--- src/rtl/mux_scan_sequencer.sv ---
// ---------------------------------------------------------------------------
// mux_scan_sequencer
//
// Purpose:
//   Walks the 2-bit select of an external 4:1 bit multiplexer through
//   channels 0..3, holds each channel for DWELL cycles so the mux output can
//   settle, samples z_i at the end of each dwell window and assembles the four
//   samples into a 4-bit word. The word is offered downstream on a
//   valid/ready handshake. A scan is launched by start_i from IDLE, either as
//   a single shot or as a continuous loop (cont_i captured with start_i).
//
// Parameters:
//   DWELL  cycles the select is held per channel before sampling (>= 1)
//   CNT_W  dwell counter width, 2**CNT_W must be >= DWELL
//
// Ports:
//   clk          in   1  rising-edge clock
//   rst_n        in   1  asynchronous active-low reset
//   start_i      in   1  launch a scan (only honoured in IDLE)
//   cont_i       in   1  1 = rescan after every handshake, captured with start_i
//   abort_i      in   1  synchronous abort back to IDLE, highest priority
//   z_i          in   1  multiplexer output being scanned
//   sel_o        out  2  multiplexer select (current channel)
//   data_o       out  4  captured word, bit k = z_i sampled while sel_o == k
//   valid_o      out  1  data_o valid, held until accepted
//   ready_i      in   1  downstream accepts when valid_o && ready_i
//   busy_o       out  1  high whenever the sequencer is not IDLE
//   start_err_o  out  1  one-cycle pulse after start_i was seen while busy
// ---------------------------------------------------------------------------
module mux_scan_sequencer #(
  parameter int DWELL = 2,
  parameter int CNT_W = 4
) (
  input  logic       clk,
  input  logic       rst_n,
  input  logic       start_i,
  input  logic       cont_i,
  input  logic       abort_i,
  input  logic       z_i,
  output logic [1:0] sel_o,
  output logic [3:0] data_o,
  output logic       valid_o,
  input  logic       ready_i,
  output logic       busy_o,
  output logic       start_err_o
);

  typedef enum logic [1:0] {
    IDLE = 2'd0,
    SCAN = 2'd1,
    HOLD = 2'd2
  } state_t;

  localparam logic [CNT_W-1:0] DWELL_LAST = CNT_W'(DWELL - 1);

  state_t           state;
  state_t           state_next;
  logic [CNT_W-1:0] cnt;
  logic [1:0]       sel;
  logic [2:0]       shadow;
  logic [3:0]       data;
  logic             valid;
  logic             cont_latch;
  logic             start_err;

  // Decoded control terms shared by the next-state logic and the datapath.
  logic dwell_done;
  logic last_channel;
  logic handshake;

  // The dwell window for the current channel closes when the counter reaches
  // DWELL-1; the sample is taken on that edge. The handshake term only means
  // something while a word is being offered.
  always_comb begin
    dwell_done   = (cnt == DWELL_LAST);
    last_channel = (sel == 2'd3);
    handshake    = valid && ready_i;
  end

  // State register. Everything returns to IDLE the moment reset is asserted,
  // so a scan interrupted by reset never produces a partial word.
  always_ff @(posedge clk or negedge rst_n) begin
    if (!rst_n) begin
      state <= IDLE;
    end else begin
      state <= state_next;
    end
  end

  // Next-state logic. Abort overrides everything else, including a start in
  // IDLE and a handshake in HOLD. From HOLD the machine either loops back into
  // SCAN (continuous mode) or returns to IDLE once the word is accepted.
  always_comb begin
    state_next = state;
    if (abort_i) begin
      state_next = IDLE;
    end else begin
      case (state)
        IDLE: begin
          if (start_i) begin
            state_next = SCAN;
          end
        end
        SCAN: begin
          if (dwell_done && last_channel) begin
            state_next = HOLD;
          end
        end
        HOLD: begin
          if (handshake) begin
            state_next = cont_latch ? SCAN : IDLE;
          end
        end
        default: begin
          state_next = IDLE;
        end
      endcase
    end
  end

  // Output decode from state. busy is purely a function of the current state
  // so downstream logic sees it in the same cycle the state changes.
  always_comb begin
    busy_o = (state != IDLE);
  end

  // Scan datapath: dwell counter, channel select, shadow bits for channels
  // 0..2 and the presented word. Channel 3 is not shadowed; its sample goes
  // straight into the output word together with the three shadowed bits.
  // Abort clears the scan position and drops any offered word but leaves
  // the last captured word on data_o, which only reset clears.
  always_ff @(posedge clk or negedge rst_n) begin
    if (!rst_n) begin
      cnt        <= '0;
      sel        <= 2'd0;
      shadow     <= 3'b000;
      data       <= 4'b0000;
      valid      <= 1'b0;
      cont_latch <= 1'b0;
    end else if (abort_i) begin
      cnt        <= '0;
      sel        <= 2'd0;
      valid      <= 1'b0;
      cont_latch <= 1'b0;
    end else begin
      case (state)
        IDLE: begin
          if (start_i) begin
            cnt        <= '0;
            sel        <= 2'd0;
            cont_latch <= cont_i;
          end
        end
        SCAN: begin
          if (dwell_done) begin
            cnt <= '0;
            if (!last_channel) begin
              shadow[sel] <= z_i;
              sel         <= sel + 2'd1;
            end else begin
              data  <= {z_i, shadow};
              valid <= 1'b1;
            end
          end else begin
            cnt <= cnt + CNT_W'(1);
          end
        end
        HOLD: begin
          if (handshake) begin
            valid <= 1'b0;
            sel   <= 2'd0;
            cnt   <= '0;
          end
        end
        default: begin
          cnt   <= '0;
          sel   <= 2'd0;
          valid <= 1'b0;
        end
      endcase
    end
  end

  // A start request that arrives while the sequencer is busy is ignored and
  // flagged for exactly one cycle. An abort in the same cycle takes priority
  // and suppresses the flag.
  always_ff @(posedge clk or negedge rst_n) begin
    if (!rst_n) begin
      start_err <= 1'b0;
    end else begin
      start_err <= start_i && (state != IDLE) && !abort_i;
    end
  end

  assign sel_o       = sel;
  assign data_o      = data;
  assign valid_o     = valid;
  assign start_err_o = start_err;

endmodule
--- config.mk ---
export PLATFORM = sky130hd
export DESIGN_NAME = mux_scan_sequencer
export DESIGN_NICKNAME = d
export VERILOG_FILES = /design/src/rtl/mux_scan_sequencer.sv
export SDC_FILE = /design/constraint.sdc
export NUM_CORES = 1
export LEC_CHECK = 0
export CORE_ASPECT_RATIO = 0.7
export CORE_UTILIZATION = 50
export CTS_CLUSTER_SIZE = 28
export DETAILED_ROUTE_END_ITERATION = 8
export PLACE_DENSITY = 0.76
export SLEW_MARGIN = 20
export SYNTH_ARGS = -nofsm -noshare
export SYNTH_HDL_FRONTEND = slang
export SYNTH_SLANG_ARGS = --single-unit
--- constraint.sdc ---
create_clock -name clk -period 2.15 [get_ports clk]
set_clock_uncertainty 0.2 [all_clocks]
set_input_delay 0.645 -clock clk [delete_from_list [all_inputs] [get_ports clk]]
set_output_delay 0.645 -clock clk [all_outputs]
set_load 0.05 [all_outputs]
Word-level counts from Yosys, hierarchy flattened
Cells that the tools add are included. Widths: inputs -> output; s select.

Register bits after elaboration: 18. Latch bits: 0. Bits in writable memories: 0. Memory bits (read-only): 0. Input port bits: 7. Output and inout bits: 9. Logic and storage cells: 70. Memories: 0.

$add $sub $neg: 2. $mul: 0. Divide/modulo/power cells: 0. Magnitude comparators: 2. Equality and inequality tests: 11. Shift operators: 0. Mux-type cells: 28. Bitwise operators: 2. Reductions and logical operators: 17.

Operators by type and width (number): $mux 2 (9); $ne 3x3->1 const B (6); $mux 4 (4); $reduce_and 4->1 (4); $pmux 2 s3 (2); $pmux 4 s3 (1); $mux 1 (9); $reduce_bool 2->1 (3); $logic_and 1x1->1 (5); $add 4x1->4 const B (1); $eq 2x2->1 const B (2); $eq 4x1->1 const B (1); $reduce_and 2->1 (2); $bwmux 3 (1); $lt 2x3->1 const B (1); $pmux 1 s3 (1); $reduce_and 3->1 (1); $add 2x1->2 const B (1); $demux 1 s2 (1); $eq 2x1->1 const B (1); $ge 2x1->1 const B (1); $logic_not 2->1 (1); $ne 2x2->1 const B (1); $not 1->1 (2); $logic_not 1->1 (1).

Depth between registers and ports, before layout
Gate-level depths: netlist (run 1).

Word-level depth: 5. Gate-level depth with buffers: 5. Mapped depth without buffers: 5.

Worst setup path after synthesis (run 1)
Ideal clock, no wire load.

Kind: register to register. Start point: register sel[0] (netlist: sel_o[0]). End point: register shadow[0]. Data arrival time: 1.732 ns. Data required time: 1.823 ns. Path slack: 0.090 ns. Cell stages (with the launch flop): 5. Buffers on the path: 0. Path through: dfrtp_1 ha_1 nor4b_4 nand3_1 mux2_1.

Longest elaborated chain between the ends: 5.

RTL lines: start, declared (line 59) `logic [1:0] sel;`; start signal, assigned (line 159) `sel <= sel + 2'd1;`; $lt 2x3->1 (not written as such) or $ge 2x1->1 (tied branches) (line 158) `shadow[sel] <= z_i;`; $logic_and 1x1->1 (not written as such) (line 158); $mux 1 (not written as such) (line 158); $demux 1 s2 (line 158); $bwmux 3 (line 158); end signal, assigned by index (line 158); end, declared (line 60) `logic [2:0] shadow;`.

Several ways; a longest one is shown, not always the timed one. A chain may end at the register's enable or synchronous reset.

Final worst setup path (run 1)
Start point: register state[0]. End point: output port busy_o.

Longest elaborated chain between the ends: 1.

RTL lines: start, declared (line 56) `state_t state;`; start signal, assigned (line 86) `state <= state_next;`; $reduce_bool 2->1 (line 124) `busy_o = (state != IDLE);`; end, declared (line 44) `output logic busy_o,`.

Every way passes these cells.

==> results.yml, run 1 <==
global_routing:
  grt_remaining_overflow: 0
  antenna_found_initial: 0
  grtUsageMet2_pct: 35.9
  grtUsageMet1_pct: 28.9
  grt_pass1_vias: 680
  gr-max-usage-layer: "met2"
  gr-usage-all-layers_pct: 22.4
  use_met3_pct: 8.33
  grt_first_pass_wirelength_um: 3090
  grt_max_degree: 19
timing:
  tightest_slew_ps: 375
  hold_viol_final: 0
  fin_crit_sh_pct: 97.6
  setup_viol: 0
  fmax_ghz: 0.476
  min_period_ps: 2100
  tns_ps: 0
  rsz0062_at_grt: "false"
  drv_slew: 0
  max_slew_margin_pct: 74.9
cts:
  cts_buffer_depth: 2
  clk_pin_slew_ps: 100
  clock-sinks: 18
  post_cts_buffers: 0
  h-tree-depth: 1
  numCtsBuffers: 3
  cts_tree: "built"
  clock_latency_ps: 290
  root_buffer: "clkbuf_4"
finish:
  n_antenna_cell: 0
  final_nets: 122
  drive_gt1_share_pct: 29.6
  fin_util_pct: 72.3
  final_area_sq_um: 1200
  n_fill_cell: 116
  syn2layout_area_growth_pct: 29.3
synthesis:
  synth.top_cells.by_count: "dfrtp_1 (18), nand3_1 (9), inv_1 (7)"
  synth_nets: 94
  synthDistinctLibCells: 29
  ys_seq_elements: 18
  ys_warn_count: 0
  syn_area_per_cell_sq_um: 11.5
  synth_ff_type: "dfrtp_1"
  postSynthCellCount: 81
  ys_seq_area_share_pct: 48.3
  synth_edf_count: 0
  netlist_area_sq_um: 932
  synth_area_leaders: "dfrtp_1 (48%), ha_1 (8.1%), nand3_1 (4.8%), mux2_2 (4.8%), mux2_1 (3.6%)"
  async_reset_ff_share_pct: 100
  synth_most_common_cell: "dfrtp_1"
  yosys.area.top_type_share_pct: 48.3
  synth.largest_area_cell: "dfrtp_1"
die:
  start_util_pct: 55.9
  dieArea_sq_um: 2040
  rows: 12
  ios: 16
  core_sq_um: 1670
  die_h_um: 38.1
  fp.dieW_um: 53.6
routing:
  route.detailed.wl_per_inst_um: 13.9
  route.antenna.remaining_nets: 0
  drt_pass1_iterations: 4
  first_iter_violations: 17
  vias_per_cell: 5.25
  drt-total-wl_um: 1790
  drc_errors: 0
  routed-via-count: 677
worst_setup_path:
  reg2reg_depth: 4
  crit_fanout: 7
  cp_cell_sequence: "or2_2 -> buf_4"
  slowest_stage: "dfrtp_1"
  cp_data_arrival_time_ps: 1250
  endpoint_kind: "primary output"
  crit_type: "flip-flop to primary output"
  slowest_delay_ps: 450
  start_kind: "flip-flop"
  required_ps: 1300
hold_path:
  hold_class: "flip-flop to flip-flop"
  whs_path_depth: 1
place:
  place_area_sq_um: 1170
  io_buffer_count: 15
  hpwl_um: 1440
  place_congestion: 0.726
power_and_ir_drop:
  power_leakage_uw: 0.000555
  power.density_nw_per_um2: 728
  ir_worst_vdd_mv: 0.587
flow_run:
  timing.max_cap.violations: 0
outcome:
  outcome: "finished, final reports clean"
==> cells in the final DEF, fill, tap and decap left out, types with 2 or more instances in the layout <==
master / n
clkdlybuf4s50_1: 6
nand3_1: 9
nand3b_1: 2
dfrtp_1: 17
nor2_1: 4
nand2_1: 3
mux2i_1: 2
buf_12: 2
mux2_2: 4
o22ai_1: 2
mux2_1: 3
a21oi_1: 3
buf_4: 16
clkbuf_4: 3
inv_1: 7
nand2b_1: 2
ha_1: 6
==> kinds of logic (layout without fill, tap and decap cells) <==
family / after synthesis / after routing / synth area share (%)
AO/OA/AOI/OAI: 12 / 12 / 8.99
flip-flops: 18 / 18 / 48.3
AND/OR/NAND/NOR: 27 / 27 / 19.1
multiplexers: 9 / 9 / 10.6
adder cells (fa/ha/maj): 6 / 6 / 8.05
XOR/XNOR: 1 / 1 / 0.940
buffers and inverters: 8 / 35 / 4.03
==> worst max-delay path, delay by kind of cell (launching register included) <==
kind | cells | cell delay (ps)
flops | 1 | 450
simple gates | 1 | 320
buf+inv | 1 | 190
==> through the flow <==
stage	setup slack, ps	instances	hold slack, ps	total power, uW
after floorplan	90.2	81	149	556
after global placement	-37.3	125	272	670
after detailed placement	-68.6	125	282	683
after CTS	25.4	129	304	886
after global routing	1.09	129	346	932
final	51.3	129	303	877
==> power by group <==
| part | internal (uW) | total, uW | switching [uW] |
|---|---|---|---|
| Sequential | 375 | 402 | 26.7 |
| Clock | 103 | 203 | 99.9 |
| Combinational | 132 | 272 | 141 |
| Total | 610 | 877 | 267 |
==> metal layers <==
metal	wire (um)	share of wire [%]
met1	925	52
met2	812	45
met3	42	2.3
met4	13	0.72
met5	0	0
==> final cells by class <==
cell class | count | area [sq um] | share of cell area (%)
clock buffers | 4 | 36.3 | 3.01
flip-flops and latches | 18 | 452 | 37.5
multi-input cells | 55 | 444 | 36.9
inverters | 7 | 26.3 | 2.18
well taps | 21 | 26.3 | 2.18
repair buffers | 24 | 220 | 18.3
==> final timing paths <==
check / from / end / slack (ps)
worst max-delay path: state[0] / busy_o / 50
worst min register to register: shadow[0] / shadow[0] / 300
max in group asynchronous: rst_n / state[1] / 1070
min in group asynchronous: rst_n / shadow[1] / 470
worst min-delay path: shadow[0] / shadow[0] / 300
worst max register to register: sel_o[1] / shadow[2] / 220
==> flip-flops by register name (all words and copies together) (netlist names) <==
name         count
cnt              4
data_o           4
shadow           3
sel_o            2
state            2
cont_latch       1
start_err_o      1
valid_o          1
==> timing repair <==
action	4_1_cts	5_1_grt
resized for setup	0	1
hold buffers	0	0
setup endpoints to repair	0	3
No activity file was read; power rests on OpenSTA's default activity.
==> run 2, diff against run 1 <==
CELL_PAD_IN_SITES_DETAIL_PLACEMENT = 1   (was default)
CELL_PAD_IN_SITES_GLOBAL_PLACEMENT = 2   (was default)
CORE_UTILIZATION = 33   (was 50)
PLACE_DENSITY = default   (was 0.76)
PLACE_DENSITY_LB_ADDON = 0.1   (was default)
TNS_END_PERCENT = 50   (was default)
==> run 2 against run 1 <==
  * Via count up 4.9%
  * Cell area up 2.8%
  * Cell count up 10%
  * Core utilization down 24 points
  * Combinational power about the same
  * Wire length up 13%
  * Critical path type unchanged
  * Largest power group unchanged
  * Highest routed layer unchanged
==> results.yml, run 2 (synthesis gave the netlist of run 1 again) <==
worst_setup_path:
  critPathBufInv: 1
  crit_fanout: 7
  crit_family: "flip-flops"
  crit_cells: 2
  cp_cell_sequence: "or2_2 -> buf_4"
  endpoint_kind: "primary output"
  required_ps: 1300
  slowest_delay_ps: 450
  reg2reg_depth: 4
  slowest_stage: "dfrtp_1"
  cp_data_arrival_time_ps: 1230
  start_kind: "flip-flop"
  regToRegSetupSlack_ps: 120
  crit_type: "flip-flop to primary output"
place:
  place_congestion: 0.675
  place_area_sq_um: 1180
  hpwl_um: 1610
  io_buffer_count: 15
timing:
  min_period_ps: 2080
  tightest_slew_ps: 452
  setup_viol: 0
  max_slew_margin_pct: 69.8
  rsz0062_at_grt: "false"
  drv_slew: 0
  fin_crit_sh_pct: 96.6
  tns_ps: 0
  hold_viol_final: 0
  fmax_ghz: 0.482
routing:
  drt_pass1_iterations: 4
  routed-via-count: 710
  first_iter_violations: 8
  vias_per_cell: 5.00
  route.detailed.wl_per_inst_um: 14.2
  met1_length_um: 975
  dr_wl_met2_um: 950
  route.antenna.remaining_nets: 0
  top_layer_used: "met4"
  wl_met3_um: 70
  drc_errors: 0
  drt-total-wl_um: 2020
global_routing:
  antenna_found_initial: 0
  grt_first_pass_wirelength_um: 3420
  gr-usage-all-layers_pct: 15.8
  grt_pass1_vias: 733
  grt_max_degree: 19
  grt_remaining_overflow: 0
cts:
  holdBufCountCts: 0
  cts_buffer_depth: 2
  h-tree-depth: 1
  postCtsResizedCells: 0
  clock-sinks: 18
  cts_tree: "built"
  clk_pin_slew_ps: 70
  root_buffer: "clkbuf_8"
  clock_latency_ps: 260
  numCtsBuffers: 3
die:
  fp.dieW_um: 65.5
  rows: 15
  ios: 16
  start_util_pct: 36.3
  die_h_um: 46.5
  core_sq_um: 2570
  dieArea_sq_um: 3040
finish:
  syn2layout_area_growth_pct: 32.9
  n_fill_cell: 284
  drive_gt1_share_pct: 28.7
  final_nets: 122
  final_area_sq_um: 1240
  final_common_cell: "dfrtp_1"
  final_cell_mix: "dfrtp_1 (18), buf_4 (16), nand3_1 (9)"
  n_antenna_cell: 0
  multiInputGateArea_sq_um: 444
  regArea_sq_um: 450
flow_run:
  timing.max_cap.violations: 0
hold_path:
  hold_class: "flip-flop to flip-flop"
  whs_path_depth: 1
outcome:
  outcome: "finished, final reports clean"
power_and_ir_drop:
  power_leakage_uw: 0.000565
  ir_worst_vdd_mv: 0.362
  power.density_nw_per_um2: 770
==> run 2: per-stage QoR <==
stage / hold WS, ps / std cells / util (%) / total power [uW] / setup slack, ps
floorplan: 149 / 81 / - / 556 / 90.2
global placement: 285 / 138 / 46.0 / 679 / -42.4
detailed placement: 286 / 138 / 46.0 / 688 / -103
CTS: 301 / 142 / 48.2 / 974 / 65.4
global route: 329 / 142 / 48.2 / 1010 / 15.6
finish: 289 / 142 / 48.2 / 954 / 74.2
==> run 2: where the power goes <==
| group | leakage (uW) | total [uW] | switching [uW] | internal (uW) |
|---|---|---|---|---|
| combinational | 0.000291 | 274 | 143 | 132 |
| clock | 0.0000288 | 277 | 114 | 163 |
| sequential | 0.000245 | 403 | 27.4 | 376 |
==> run 2: metal layers <==
layer	vias to the layer above	GRT usage, %
li1	342	-
met1	351	20.4
met2	12	25.8
met3	5	4.46
met4	0	5.22
met5	-	0
==> run 2: path summary, 6_finish.rpt <==
path | start | end
max in group asynchronous | rst_n | start_err_o
setup reg to reg | sel_o[1] | shadow[1]
hold / removal | shadow[0] | shadow[0]
hold reg to reg | shadow[0] | shadow[0]
min in group asynchronous | rst_n | cnt[1]
setup / recovery | state[0] | busy_o
==> run 2: cell type report <==
type | instances | area share, %
flip-flops and latches | 18 | 36.4
multi-input cells | 55 | 35.9
repair buffers | 24 | 17.8
clock buffers | 4 | 4.44
well taps | 34 | 3.43
inverters | 7 | 2.12
==> run 2: timing repair <==
action	CTS	global route
endpoints found under the hold margin	0	0
endpoints found under the setup margin	0	1
setup buffers	0	0
